==> config.mk <==
export PLATFORM = sky130hd
export DESIGN_NAME = fir_mac_ctrl
export DESIGN_NICKNAME = d
export VERILOG_FILES = /design/src/rtl/fir_pkg.sv /design/src/rtl/fir_tap_pipe.sv /design/src/rtl/fir_mac_ctrl.sv
export SDC_FILE = /design/constraint.sdc
export NUM_CORES = 1
export LEC_CHECK = 0
export ABC_AREA = 1
export CORE_MARGIN = 2
export CORE_UTILIZATION = 44
export CTS_CLUSTER_SIZE = 14
export DETAILED_ROUTE_END_ITERATION = 8
export PLACE_DENSITY = 0.79
export SLEW_MARGIN = 15
export SYNTH_ARGS = -nofsm -noshare
export SYNTH_HDL_FRONTEND = slang
export SYNTH_SLANG_ARGS = --single-unit
==> constraint.sdc <==
create_clock -name iClk12M -period 1.5 [get_ports iClk12M]
set_input_delay 0.15 -clock iClk12M [delete_from_list [all_inputs] [get_ports iClk12M]]
set_output_delay 0.15 -clock iClk12M [all_outputs]
set_load 0.05 [all_outputs]
==> src/rtl/fir_pkg.sv <==
// Shared constants and state type for the FIR MAC sequencer.
package fir_pkg;

    localparam int NUM_TAP   = 10;
    localparam int COEFF_W   = 16;
    localparam int ADDR_W    = 4;
    // Cycles spent after the last read so the tap pipeline can empty.
    localparam int DRAIN_CYC = 2;

    typedef enum logic [2:0] {
        ST_IDLE,
        ST_RUN,
        ST_DRAIN,
        ST_DONE,
        ST_UPDATE
    } fir_ctrl_state_t;

endpackage

==> src/rtl/fir_tap_pipe.sv <==
// Two-stage valid/index shift register that turns an SRAM read strobe
// into the MAC multiply enable and, one cycle later, the accumulate enable.
module fir_tap_pipe #(
    parameter int ADDR_W = fir_pkg::ADDR_W
) (
    input  logic              clk_i,
    input  logic              rsn_i,
    input  logic              vld_i,
    input  logic [ADDR_W-1:0] idx_i,
    output logic              mulEn_o,
    output logic [ADDR_W-1:0] mulIdx_o,
    output logic              accEn_o,
    output logic [ADDR_W-1:0] accIdx_o
);

    logic              mulEn_q;
    logic [ADDR_W-1:0] mulIdx_q;
    logic              accEn_q;
    logic [ADDR_W-1:0] accIdx_q;

    // Shift the read-valid and its tap index down the mul -> acc stages.
    always_ff @(posedge clk_i) begin
        if (!rsn_i) begin
            mulEn_q  <= 1'b0;
            mulIdx_q <= '0;
            accEn_q  <= 1'b0;
            accIdx_q <= '0;
        end else begin
            mulEn_q <= vld_i;
            accEn_q <= mulEn_q;
            if (vld_i) begin
                mulIdx_q <= idx_i;
            end
            if (mulEn_q) begin
                accIdx_q <= mulIdx_q;
            end
        end
    end

    assign mulEn_o  = mulEn_q;
    assign mulIdx_o = mulIdx_q;
    assign accEn_o  = accEn_q;
    assign accIdx_o = accIdx_q;

endmodule

==> src/rtl/fir_mac_ctrl.sv <==
// Sequencer for the FIR MAC datapath and its coefficient single-port SRAM.
// Walks all taps per input sample and lets the host rewrite coefficients
// while idle between samples.
module fir_mac_ctrl #(
    parameter int NUM_TAP = fir_pkg::NUM_TAP,
    parameter int COEFF_W = fir_pkg::COEFF_W,
    parameter int ADDR_W  = fir_pkg::ADDR_W
) (
    input  logic               iClk12M,
    input  logic               iRsn,
    input  logic               iEnSample,
    input  logic               iCoeffUpdate,
    input  logic               iCoeffWrEn,
    input  logic [ADDR_W-1:0]  iCoeffWrAddr,
    input  logic [COEFF_W-1:0] iCoeffWrData,
    output logic               oCsn,
    output logic               oWrn,
    output logic [ADDR_W-1:0]  oAddr,
    output logic [COEFF_W-1:0] oWrDt,
    output logic               oAccClr,
    output logic               oEnMul,
    output logic [ADDR_W-1:0]  oMulIdx,
    output logic               oEnAddAcc,
    output logic [ADDR_W-1:0]  oAccIdx,
    output logic               oOutValid,
    output logic               oBusy,
    output logic               oSampleDrop
);

    import fir_pkg::*;

    localparam logic [ADDR_W-1:0] LAST_TAP   = ADDR_W'(NUM_TAP - 1);
    localparam logic [ADDR_W-1:0] DRAIN_LAST = ADDR_W'(DRAIN_CYC - 1);
    localparam logic [ADDR_W:0]   TAP_LIMIT  = (ADDR_W+1)'(NUM_TAP);

    fir_ctrl_state_t    state_q, state_d;
    logic [ADDR_W-1:0]  cnt_q, cnt_d;
    logic               csn_q, csn_d;
    logic               wrn_q, wrn_d;
    logic [ADDR_W-1:0]  addr_q, addr_d;
    logic [COEFF_W-1:0] wrDt_q, wrDt_d;
    logic               accClr_q, accClr_d;
    logic               outValid_q, outValid_d;
    logic               busy_q, busy_d;
    logic               drop_q, drop_d;

    logic [ADDR_W-1:0]  cntInc;
    logic               wrInRange;
    logic               rdVld;

    assign cntInc    = cnt_q + 1'b1;
    assign wrInRange = ({1'b0, iCoeffWrAddr} < TAP_LIMIT);

    // State, counter and every output are registered together here.
    always_ff @(posedge iClk12M) begin
        if (!iRsn) begin
            state_q    <= ST_IDLE;
            cnt_q      <= '0;
            csn_q      <= 1'b1;
            wrn_q      <= 1'b1;
            addr_q     <= '0;
            wrDt_q     <= '0;
            accClr_q   <= 1'b0;
            outValid_q <= 1'b0;
            busy_q     <= 1'b0;
            drop_q     <= 1'b0;
        end else begin
            state_q    <= state_d;
            cnt_q      <= cnt_d;
            csn_q      <= csn_d;
            wrn_q      <= wrn_d;
            addr_q     <= addr_d;
            wrDt_q     <= wrDt_d;
            accClr_q   <= accClr_d;
            outValid_q <= outValid_d;
            busy_q     <= busy_d;
            drop_q     <= drop_d;
        end
    end

    // Next-state logic and the next value of each registered output.
    always_comb begin
        state_d    = state_q;
        cnt_d      = cnt_q;
        csn_d      = 1'b1;
        wrn_d      = 1'b1;
        addr_d     = addr_q;
        wrDt_d     = wrDt_q;
        accClr_d   = 1'b0;
        outValid_d = 1'b0;
        drop_d     = iEnSample && (state_q != ST_IDLE);

        case (state_q)
            ST_IDLE: begin
                if (iEnSample) begin
                    state_d  = ST_RUN;
                    cnt_d    = '0;
                    csn_d    = 1'b0;
                    addr_d   = '0;
                    accClr_d = 1'b1;
                end else if (iCoeffUpdate) begin
                    state_d = ST_UPDATE;
                end
            end
            ST_RUN: begin
                if (cnt_q == LAST_TAP) begin
                    state_d = ST_DRAIN;
                    cnt_d   = '0;
                end else begin
                    cnt_d  = cntInc;
                    csn_d  = 1'b0;
                    addr_d = cntInc;
                end
            end
            ST_DRAIN: begin
                if (cnt_q == DRAIN_LAST) begin
                    state_d    = ST_DONE;
                    cnt_d      = '0;
                    outValid_d = 1'b1;
                end else begin
                    cnt_d = cntInc;
                end
            end
            ST_DONE: begin
                state_d = iCoeffUpdate ? ST_UPDATE : ST_IDLE;
            end
            ST_UPDATE: begin
                if (iCoeffWrEn && wrInRange) begin
                    csn_d  = 1'b0;
                    wrn_d  = 1'b0;
                    addr_d = iCoeffWrAddr;
                    wrDt_d = iCoeffWrData;
                end
                if (!iCoeffUpdate) begin
                    state_d = ST_IDLE;
                end
            end
            default: begin
                state_d = ST_IDLE;
            end
        endcase

        busy_d = (state_d != ST_IDLE);
    end

    assign rdVld = !csn_q && wrn_q;

    fir_tap_pipe #(
        .ADDR_W (ADDR_W)
    ) uTapPipe (
        .clk_i    (iClk12M),
        .rsn_i    (iRsn),
        .vld_i    (rdVld),
        .idx_i    (addr_q),
        .mulEn_o  (oEnMul),
        .mulIdx_o (oMulIdx),
        .accEn_o  (oEnAddAcc),
        .accIdx_o (oAccIdx)
    );

    assign oCsn        = csn_q;
    assign oWrn        = wrn_q;
    assign oAddr       = addr_q;
    assign oWrDt       = wrDt_q;
    assign oAccClr     = accClr_q;
    assign oOutValid   = outValid_q;
    assign oBusy       = busy_q;
    assign oSampleDrop = drop_q;

endmodule

==> impl_metrics.env, run 1 <==
export IMPL_arrival_ns=1.60
export IMPL_setup_tns_final_ns=0
export IMPL_synthAdderAreaFrac_pct=1.49
export IMPL_gp_congestion=0.813
export IMPL_drive_gt1_share_pct=20.2
export IMPL_initial_core_util_pct=45.8
export IMPL_crit_top_cell="nand3_1"
export IMPL_grt_max_degree=27
export IMPL_wl_mm=3.81
export IMPL_io_buffers=60
export IMPL_rows=22
export IMPL_viasPerCell=4.76
export IMPL_n_antenna_cell=0
export IMPL_tightest_slew_ns=0.335
export IMPL_cts_buffers=5
export IMPL_crit_required_ns=1.72
export IMPL_area_delta_synth_final_pct=40.7
export IMPL_rsz0062_at_grt="no"
export IMPL_num_nets_final=313
export IMPL_hold_buffers=0
export IMPL_cpMaxStageDelayCell="dfxtp_1"
export IMPL_die_w_um=65.7
export IMPL_yosysWarnings=0
export IMPL_cap_violations=0
export IMPL_cp_start_kind="register"
export IMPL_holdPathEnd="state_q[2]"
export IMPL_outcome="complete, no violations"
export IMPL_fin_area_um2=2360
export IMPL_wire_per_inst_um=11.4
export IMPL_synth_xor_area_share_pct=0.522
export IMPL_period_share_pct=92.2
export IMPL_firstDrtPassIters=4
export IMPL_core_area_um2=3660
export IMPL_dpl_worst_slack_ns=-0.0248
export IMPL_synth_seq_area_share_pct=51.3
export IMPL_cts_root_buf="clkbuf_8"
export IMPL_setup_viol=0
export IMPL_crit_family="flip-flops"
export IMPL_timing_fmax_ghz=0.723
export IMPL_crit_chain="inv_2 > nand3_1 > nor2_1 > a21oi_2 > nand3_1 > a21oi_1"
export IMPL_min_path_type="input pin to register"
export IMPL_synthCells=220
export IMPL_synth_top_family_by_area="simple AND/OR/NAND/NOR gates"
export IMPL_cts_sinks=43
export IMPL_ant_nets=0
export IMPL_path_class="register to register"
export IMPL_avgSynthCellArea_um2=7.62
export IMPL_fin_crit_ns=1.38
export IMPL_worst_path_max_fanout=7
export IMPL_grt_overflow=0
export IMPL_r2r_setup_slack_ns=0.12
export IMPL_powerDensity_nw_per_um2=1040
export IMPL_leakagePower_nw=1.07
export IMPL_cts_htree_levels=2
export IMPL_route_detailed_drc=0
export IMPL_vias=1596
export IMPL_max_slew_margin_pct=77.5
export IMPL_skew_ns=0.00382
export IMPL_grtUsageTotal_pct=19.5
export IMPL_drv_slew=0
export IMPL_ios=61
export IMPL_slowest_delay_ns=0.45
export IMPL_min_path_cells=3
export IMPL_critPathBufInv=1
export IMPL_worstReg2RegEnd="oAddr[0]"
export IMPL_clk_latency_ns=0.28
export IMPL_grt_pass1_vias=1522
export IMPL_synthMuxAreaShare_pct=0
export IMPL_regToRegStartpoint="state_q[2]"
export IMPL_total_power_w=0.00246
export IMPL_fin_ws_ns=0.117
export IMPL_dieArea_um2=4320
export IMPL_cts_tree="built"
export IMPL_r2r_cells=6
export IMPL_synth_nets=247
export IMPL_synthDistinctLibCells=23
export IMPL_clockBufferDepth=2
export IMPL_synth_simple_gate_area_share_pct=27.7
export IMPL_syn_cell_area_um2=1680
export IMPL_synth_compound_area_share_pct=12.8
export IMPL_dr_first_iter_drc_count=116
export IMPL_min_delay_start="iCoeffUpdate"
export IMPL_placement_cell_area_um2=2270
export IMPL_clkTransAtPathRegs_ns=0.08
export IMPL_hpwl_mm=2.90
export IMPL_antenna_found_initial=0
export IMPL_ir_worst_vdd_uv=667
export IMPL_die_h_um=65.7
export IMPL_hold_violations=0
export IMPL_synth_seq_cells=43
export IMPL_cp_end_kind="register"
export IMPL_grt_pass1_wl_mm=6.62
## cell usage in the layout (no fill, tap or decap), types with 2 or more instances in the layout
cell type        count
inv_1               15
o21ai_0             17
nand4_1              2
clkinv_2             2
nand3_1             14
a22oi_1              2
o21ai_1             13
clkdlybuf4s50_1     24
nor2_1              61
clkbuf_8             5
inv_2                3
a21oi_1              8
dfxtp_1             42
nand2_1             25
buf_4               40
ha_1                 2
## synthesized netlist by cell type
| master | number | share of area [%] |
|---|---|---|
| a21oi_1 | 8 | 2.4 |
| a21oi_2 | 1 | 0.52 |
| a22oi_1 | 2 | 0.90 |
| buf_2 | 1 | 0.30 |
| buf_6 | 1 | 0.67 |
| clkbuf_1 | 4 | 0.90 |
| clkinv_2 | 1 | 0.30 |
| dfxtp_1 | 43 | 51 |
| ha_1 | 2 | 1.5 |
| inv_1 | 15 | 3.4 |
| inv_2 | 3 | 0.67 |
| nand2_1 | 26 | 5.8 |
| nand2_2 | 1 | 0.37 |
| nand3_1 | 14 | 4.2 |
| nand3_4 | 1 | 1.0 |
| nand4_1 | 2 | 0.75 |
| nor2_1 | 61 | 14 |
| nor2_8 | 1 | 1.2 |
| nor3_1 | 1 | 0.30 |
| nor4_1 | 1 | 0.37 |
| o21ai_0 | 17 | 5.1 |
| o21ai_1 | 13 | 3.9 |
| xor2_1 | 1 | 0.52 |
## metrics by stage
step | hold WS [ns] | instances | utilization (%)
6_report | 0.431 | 335 | 64.5
3_5_place_dp | 0.476 | 327 | 61.9
5_1_grt | 0.463 | 335 | 64.5
4_1_cts | 0.424 | 335 | 64.2
3_3_place_gp | 0.465 | 327 | 61.9
2_1_floorplan | 0.297 | 220 | -
## timing repair
action	4_1_cts	5_1_grt
endpoints found under the setup margin	0	8
resized for setup	0	3
buffers inserted	0	0
## registers in the layout, indices dropped and copies added, names as in the netlist
name	flops
oSampleDrop	1
oCsn	1
cnt_q	4
oOutValid	1
uTapPipe.mulIdx_o	4
oBusy	1
uTapPipe.accEn_o	1
oAccClr	1
oAddr	4
state_q	3
oWrn	1
uTapPipe.mulEn_o	1
oWrDt	16
uTapPipe.accIdx_o	4
## power by group
group,switching [W],total (W),internal [W]
Combinational,0.000328,0.000515,0.000187
Clock,0.000378,0.000703,0.000325
Sequential,0.0000417,0.00124,0.00120
## final cells by class
| class | count | area, um2 |
|---|---|---|
| fillers | 334 | 1300 |
| flip-flops and latches | 43 | 862 |
| multi-input cells | 152 | 719 |
| repair buffers | 65 | 561 |
| clock buffers | 6 | 72.6 |
| inverters | 19 | 72.6 |
| well taps | 48 | 60.1 |
| clock inverters | 2 | 12.5 |
## worst reg2reg max path, stage by stage (launching register included)
cell and delay, ns:
dfxtp_1 0.45, inv_2 0.12, nand3_1 0.16, nor2_1 0.08, a21oi_2 0.22, nand3_1 0.13, a21oi_1 0.14
## worst max-delay path by stage
stage                               start                   end  slack, ns  depth (start not counted)
after floorplan                      oWrn  uTapPipe.mulIdx_o[0]       0.28                          5
after global placement    iCoeffWrAddr[2]             oWrDt[10]       0.03                          7
after detailed placement  iCoeffWrAddr[2]              oWrDt[8]      -0.02                          7
after CTS                      state_q[2]              oWrDt[8]       0.12                          6
after global routing           state_q[2]              oAddr[0]      0.001                          6
final                          state_q[2]              oAddr[0]       0.12                          6
## logic make-up (layout without fill, tap and decap cells)
kind of cell,after synthesis,after routing
flip-flops,43,43
adder cells (fa/ha/maj),2,2
buffers and inverters,25,92
XOR/XNOR,1,1
AND/OR/NAND/NOR,108,108
AO/OA/AOI/OAI,41,41
## layer usage
metal	share of wire [%]	GRT usage, %
met3	8.7	6.34
met2	44	30.6
met1	47	26.1
met5	0	0
met4	0.21	4.43
(Power assumes the default switching activity.)
==> inputs of run 2 (changes only) <==
--- a/config.mk
+++ b/config.mk
@@ -6,12 +6,11 @@
 export NUM_CORES = 1
 export LEC_CHECK = 0
 export ABC_AREA = 1
-export CORE_MARGIN = 2
-export CORE_UTILIZATION = 44
+export CORE_UTILIZATION = 39
 export CTS_CLUSTER_SIZE = 14
 export DETAILED_ROUTE_END_ITERATION = 8
-export PLACE_DENSITY = 0.79
-export SLEW_MARGIN = 15
+export PLACE_DENSITY = 0.74
+export SLEW_MARGIN = 10
 export SYNTH_ARGS = -nofsm -noshare
 export SYNTH_HDL_FRONTEND = slang
 export SYNTH_SLANG_ARGS = --single-unit
==> constraint.sdc (replaced) <==
create_clock -name iClk12M -period 1.1 [get_ports iClk12M]
set_input_delay 0.11 -clock iClk12M [delete_from_list [all_inputs] [get_ports iClk12M]]
set_output_delay 0.11 -clock iClk12M [all_outputs]
set_load 0.05 [all_outputs]
==> run 2 against run 1 <==
Effect of this change: the flow now finishes with violations (negative setup slack); register-to-register slack worse by 0.27 ns; clock power rose by 45%; critical endpoint unchanged; global-route usage grew 2.1 points.
==> impl_metrics.env, run 2 (synthesis gave the netlist of run 1 again) <==
export IMPL_timing_fmax_ghz=0.797
export IMPL_core_area_um2=4060
export IMPL_fillers=248
export IMPL_dr_first_iter_drc_count=124
export IMPL_outcome="finished with violations"
export IMPL_use_met3_pct=5.74
export IMPL_clk_latency_ns=0.30
export IMPL_fin_ws_ns=-0.155
export IMPL_ios=61
export IMPL_slowest_delay_ns=0.37
export IMPL_largest_reg_flops=16
export IMPL_grt_max_degree=30
export IMPL_wire_per_inst_um=13.2
export IMPL_wl_mm=4.76
export IMPL_n_antenna_cell=0
export IMPL_leakagePower_nw=1.31
export IMPL_io_buffers=60
export IMPL_vias=1772
export IMPL_ant_nets=0
export IMPL_min_delay_start="iCoeffUpdate"
export IMPL_drive_gt1_share_pct=35.8
export IMPL_final_common_cell="nor2_1"
export IMPL_cp_start_kind="register"
export IMPL_antenna_found_initial=0
export IMPL_layout_common_cells="nor2_1 (58), buf_12 (37), dfxtp_1 (34), clkdlybuf4s50_1 (24), buf_4 (24)"
export IMPL_clockBufferDepth=2
export IMPL_max_slew_margin_pct=76.8
export IMPL_skew_ns=0.00778
export IMPL_num_nets_final=336
export IMPL_cts_buffers=5
export IMPL_r2r_cells=8
export IMPL_crit_chain="inv_4 > nand2_8 > nor2_8 > buf_6 > nand2_1 > o21ai_2 > nand3_1 > a21oi_1"
export IMPL_cpMaxStageDelayCell="dfxtp_4"
export IMPL_min_path_type="input pin to register"
export IMPL_rows=23
export IMPL_critPathBufInv=2
export IMPL_grt_overflow=0
export IMPL_fin_crit_ns=1.25
export IMPL_die_h_um=67.6
export IMPL_area_delta_synth_final_pct=88.1
export IMPL_crit_required_ns=1.34
export IMPL_grt_pass1_wl_mm=7.28
export IMPL_grt_pass1_vias=1601
export IMPL_cts_tree="built"
export IMPL_setup_viol=28
export IMPL_dieArea_um2=4570
export IMPL_cts_htree_levels=2
export IMPL_arrival_ns=1.49
export IMPL_cap_violations=0
export IMPL_grt_use_met2_pct=35.0
export IMPL_critPathLaunch="state_q[0]"
export IMPL_gp_congestion=0.846
export IMPL_failed_checks="negative setup slack"
export IMPL_route_detailed_drc=0
export IMPL_hold_violations=0
export IMPL_firstDrtPassIters=4
export IMPL_dpl_worst_slack_ns=-0.424
export IMPL_busiest_layer="met2"
export IMPL_r2r_setup_slack_ns=-0.15
export IMPL_viasPerCell=4.92
export IMPL_seq_area_um2=880
export IMPL_ir_worst_vdd_uv=709
export IMPL_hpwl_mm=3.12
export IMPL_regToRegStartpoint="state_q[0]"
export IMPL_drv_slew=0
export IMPL_cts_sinks=43
export IMPL_total_power_w=0.00378
export IMPL_die_w_um=67.6
export IMPL_tightest_slew_ns=0.347
export IMPL_grtUsageTotal_pct=21.6
export IMPL_rsz0062_at_grt="yes"
export IMPL_clkTransAtPathRegs_ns=0.09
export IMPL_path_class="register to register"
export IMPL_holdPathEnd="state_q[2]"
export IMPL_period_share_pct=114
export IMPL_cp_end_kind="register"
export IMPL_globalRouteMet1Util_pct=27.4
export IMPL_worst_path_max_fanout=6
export IMPL_multi_input_area_um2=860
export IMPL_crit_family="simple AND/OR/NAND/NOR gates"
export IMPL_cts_root_buf="clkbuf_8"
export IMPL_initial_core_util_pct=41.3
export IMPL_hold_buffers=0
export IMPL_powerDensity_nw_per_um2=1200
export IMPL_min_path_cells=3
export IMPL_worstReg2RegEnd="oAddr[0]"
## run 2: cell types whose count changed in the layout (fill, tap and decap cells not counted), sizes merged
cell | before | now
buf | 41 | 62
clkbuf | 6 | 5
clkinvlp | 1 | 2
nand3 | 15 | 17
## run 2: through the flow
step           hold slack, ns  std cells  setup TNS [ns]  util, %  cell area (um2)
4_1_cts                 0.367        356           -1.94     75.1             3050
3_3_place_gp            0.484        344           -7.89     70.9             2880
3_5_place_dp            0.487        344           -8.67     70.9             2880
5_1_grt                 0.390        360           -5.41     77.7             3150
6_report                0.372        360           -2.98     77.7             3150
2_1_floorplan           0.255        220          -0.734        -             1730
## run 2: report_power, final
| part | total (W) | internal [W] | switching, W |
|---|---|---|---|
| Clock | 0.00102 | 0.000442 | 0.000576 |
| Sequential | 0.00173 | 0.00163 | 0.0000939 |
| Combinational | 0.00103 | 0.000509 | 0.000522 |
| Total | 0.00378 | 0.00258 | 0.00119 |
## run 2: worst reg2reg max path: stages (launching register included)
cell     delay (ns)
dfxtp_4        0.37
inv_4          0.08
nand2_8        0.07
nor2_8         0.19
buf_6          0.14
nand2_1        0.06
o21ai_2        0.06
nand3_1        0.09
a21oi_1        0.13
## run 2: cell type report
class / count / share of cell area (%)
clock buffers: 5 / 2.18
clock inverters: 3 / 0.635
inverters: 19 / 2.90
multi-input cells: 154 / 27.3
flip-flops and latches: 43 / 27.9
well taps: 50 / 1.98
repair buffers: 86 / 37.2
## run 2: worst max-delay path by stage
stage | slack (ns) | endpoint | cells after the start
CTS | -0.11 | oAddr[1] | 7
global placement | -0.34 | oWrDt[9] | 7
detailed placement | -0.42 | oWrDt[12] | 7
finish | -0.15 | oAddr[0] | 8
floorplan | -0.07 | oWrDt[0] | 7
global route | -0.23 | oAddr[0] | 8
## run 2: routing by layer
| metal | share of wire [%] | wire length [um] |
|---|---|---|
| met1 | 43 | 2050 |
| met2 | 50 | 2370 |
| met3 | 5.9 | 280 |
| met4 | 1.2 | 55 |
| met5 | 0 | 0 |
## run 2: what timing repair did
| action | CTS | global route |
|---|---|---|
| endpoints found under the setup margin | 29 | 29 |
| resized for setup | 16 | 19 |
| cloned | 1 | 1 |
| endpoints found under the hold margin | 0 | 0 |
| setup buffers | 3 | 3 |
| pin swaps | 7 | 6 |
==> inputs of run 3 (changes only) <==
--- a/config.mk
+++ b/config.mk
@@ -7,9 +7,9 @@
 export LEC_CHECK = 0
 export ABC_AREA = 1
 export CORE_UTILIZATION = 39
-export CTS_CLUSTER_SIZE = 14
+export CTS_CLUSTER_SIZE = 16
 export DETAILED_ROUTE_END_ITERATION = 8
-export PLACE_DENSITY = 0.74
+export PLACE_DENSITY = 0.8
 export SLEW_MARGIN = 10
 export SYNTH_ARGS = -nofsm -noshare
 export SYNTH_HDL_FRONTEND = slang
==> run 3 against run 2 <==
Effect of this change: sequential power about the same; die area unchanged; the run still ends with negative setup slack left; power up 0.49%; worst setup slack worse by 0.028 ns; register-to-register slack worse by 0.03 ns; global-route usage up 1.5 points; critical endpoint is now oAddr[3].
==> impl_metrics.env, run 3 (synthesis gave the netlist of run 1 again) <==
export IMPL_n_antenna_cell=0
export IMPL_timing_fmax_ghz=0.779
export IMPL_vias=1839
export IMPL_route_detailed_drc=0
export IMPL_viasPerCell=5.05
export IMPL_min_delay_start="iCoeffWrData[14]"
export IMPL_grtUsageTotal_pct=23.1
export IMPL_cap_violations=0
export IMPL_multi_input_area_um2=906
export IMPL_grt_max_degree=18
export IMPL_area_delta_synth_final_pct=91.9
export IMPL_failed_checks="negative setup slack"
export IMPL_leakagePower_nw=1.34
export IMPL_drive_gt1_share_pct=37.6
export IMPL_fin_ws_ns=-0.183
export IMPL_firstDrtPassIters=4
export IMPL_drv_slew=0
export IMPL_cts_htree_levels=2
export IMPL_rows=23
export IMPL_ant_nets=0
export IMPL_clkTransAtPathRegs_ns=0.09
export IMPL_worstReg2RegEnd="oAddr[3]"
export IMPL_cp_end_kind="register"
export IMPL_hold_buffers=0
export IMPL_setup_viol=29
export IMPL_cts_root_buf="clkbuf_8"
export IMPL_clockBufferDepth=2
export IMPL_holdWs_ns=0.426
export IMPL_cts_buffers=5
export IMPL_powerDensity_nw_per_um2=1180
export IMPL_wire_per_inst_um=14.2
export IMPL_hold_violations=0
export IMPL_dieArea_um2=4570
export IMPL_final_common_cell="nor2_1"
export IMPL_largest_reg_flops=16
export IMPL_clk_latency_ns=0.30
export IMPL_grt_pass1_vias=1719
export IMPL_total_power_w=0.00379
export IMPL_arrival_ns=1.52
export IMPL_ios=61
export IMPL_period_share_pct=117
export IMPL_hpwl_mm=3.40
export IMPL_skew_ns=0.00787
export IMPL_layout_common_cells="nor2_1 (56), buf_12 (37), dfxtp_1 (34), buf_4 (27), clkdlybuf4s50_1 (23)"
export IMPL_worst_path_max_fanout=4
export IMPL_num_nets_final=340
export IMPL_die_w_um=67.6
export IMPL_crit_required_ns=1.33
export IMPL_die_h_um=67.6
export IMPL_cts_sinks=43
export IMPL_rsz0062_at_grt="yes"
export IMPL_gp_congestion=0.855
export IMPL_tightest_slew_ns=0.371
export IMPL_max_slew_margin_pct=75.3
export IMPL_io_buffers=60
export IMPL_cts_tree="built"
export IMPL_regToRegStartpoint="state_q[1]"
export IMPL_core_area_um2=4060
export IMPL_grt_pass1_wl_mm=7.69
export IMPL_cp_start_kind="register"
export IMPL_grt_overflow=0
export IMPL_r2r_cells=8
export IMPL_min_path_cells=3
export IMPL_initial_core_util_pct=41.3
export IMPL_ir_worst_vdd_uv=946
export IMPL_seq_area_um2=875
export IMPL_fin_crit_ns=1.28
export IMPL_path_class="register to register"
export IMPL_dr_first_iter_drc_count=115
export IMPL_min_path_type="input pin to register"
export IMPL_dpl_worst_slack_ns=-0.446
export IMPL_fillers=253
export IMPL_r2r_setup_slack_ns=-0.18
export IMPL_outcome="finished with violations"
export IMPL_wl_mm=5.19
export IMPL_endpoint="oAddr[3]"
export IMPL_critPathLaunch="state_q[1]"
export IMPL_antenna_found_initial=0
==> run 3: where the power goes <==
part	switching, W	leakage, nW	internal [W]
Clock	0.000547	0.0412	0.000444
Sequential	0.0000908	0.353	0.00163
Combinational	0.000551	0.949	0.000527
Total	0.00119	1.34	0.00261
==> run 3: worst max-delay path, cell delays in order (launching register included) <==
cell and delay [ns]:
dfxtp_2 0.33, inv_2 0.08, nand2_4 0.09, nor2_2 0.13
nand2_2 0.10, buf_4 0.15, nand3_2 0.10, nand2_1 0.09
a21oi_2 0.15
==> run 3: how the worst min path moves through the flow <==
stage                  endpoint  slack [ns]
6_report              oWrDt[14]        0.43
5_1_grt               oWrDt[14]        0.44
4_1_cts              state_q[2]        0.38
2_1_floorplan        state_q[2]        0.25
3_3_place_gp   uTapPipe.accEn_o        0.48
3_5_place_dp   uTapPipe.accEn_o        0.49
==> run 3: per-layer routing <==
layer	wire length (um)	share of wire [%]	track usage, %	up-vias
li1	-	-	-	901
met1	2010	39	26.1	862
met2	2790	54	41.3	67
met3	302	5.8	5.07	9
met4	87	1.7	9.31	0
met5	0	0	0	-
==> run 3: metrics by stage <==
stage	utilization [%]	cells	area (um2)	setup TNS, ns
floorplan	-	220	1730	-0.734
global placement	70.8	345	2870	-7.72
detailed placement	70.8	345	2870	-9.67
CTS	76.9	360	3120	-2.48
global route	79.3	364	3220	-5.02
finish	79.3	364	3220	-3.19
==> run 3: what timing repair did <==
action                                  in CTS  in global routing
endpoints found under the hold margin        0                  0
cloned                                       2                  0
gates resized for setup                     27                 15
endpoints found under the setup margin      28                 30
pin swaps                                   15                  5
setup buffers                                5                  4
==> run 3: cell type report <==
| class | instances | area share [%] |
|---|---|---|
| inverter | 19 | 2.61 |
| sequential | 43 | 27.2 |
| tap | 50 | 1.94 |
| multi-input combinational | 154 | 28.2 |
| clock inverter | 2 | 0.389 |
| clock buffer | 6 | 2.26 |
| timing repair buffer | 90 | 37.5 |
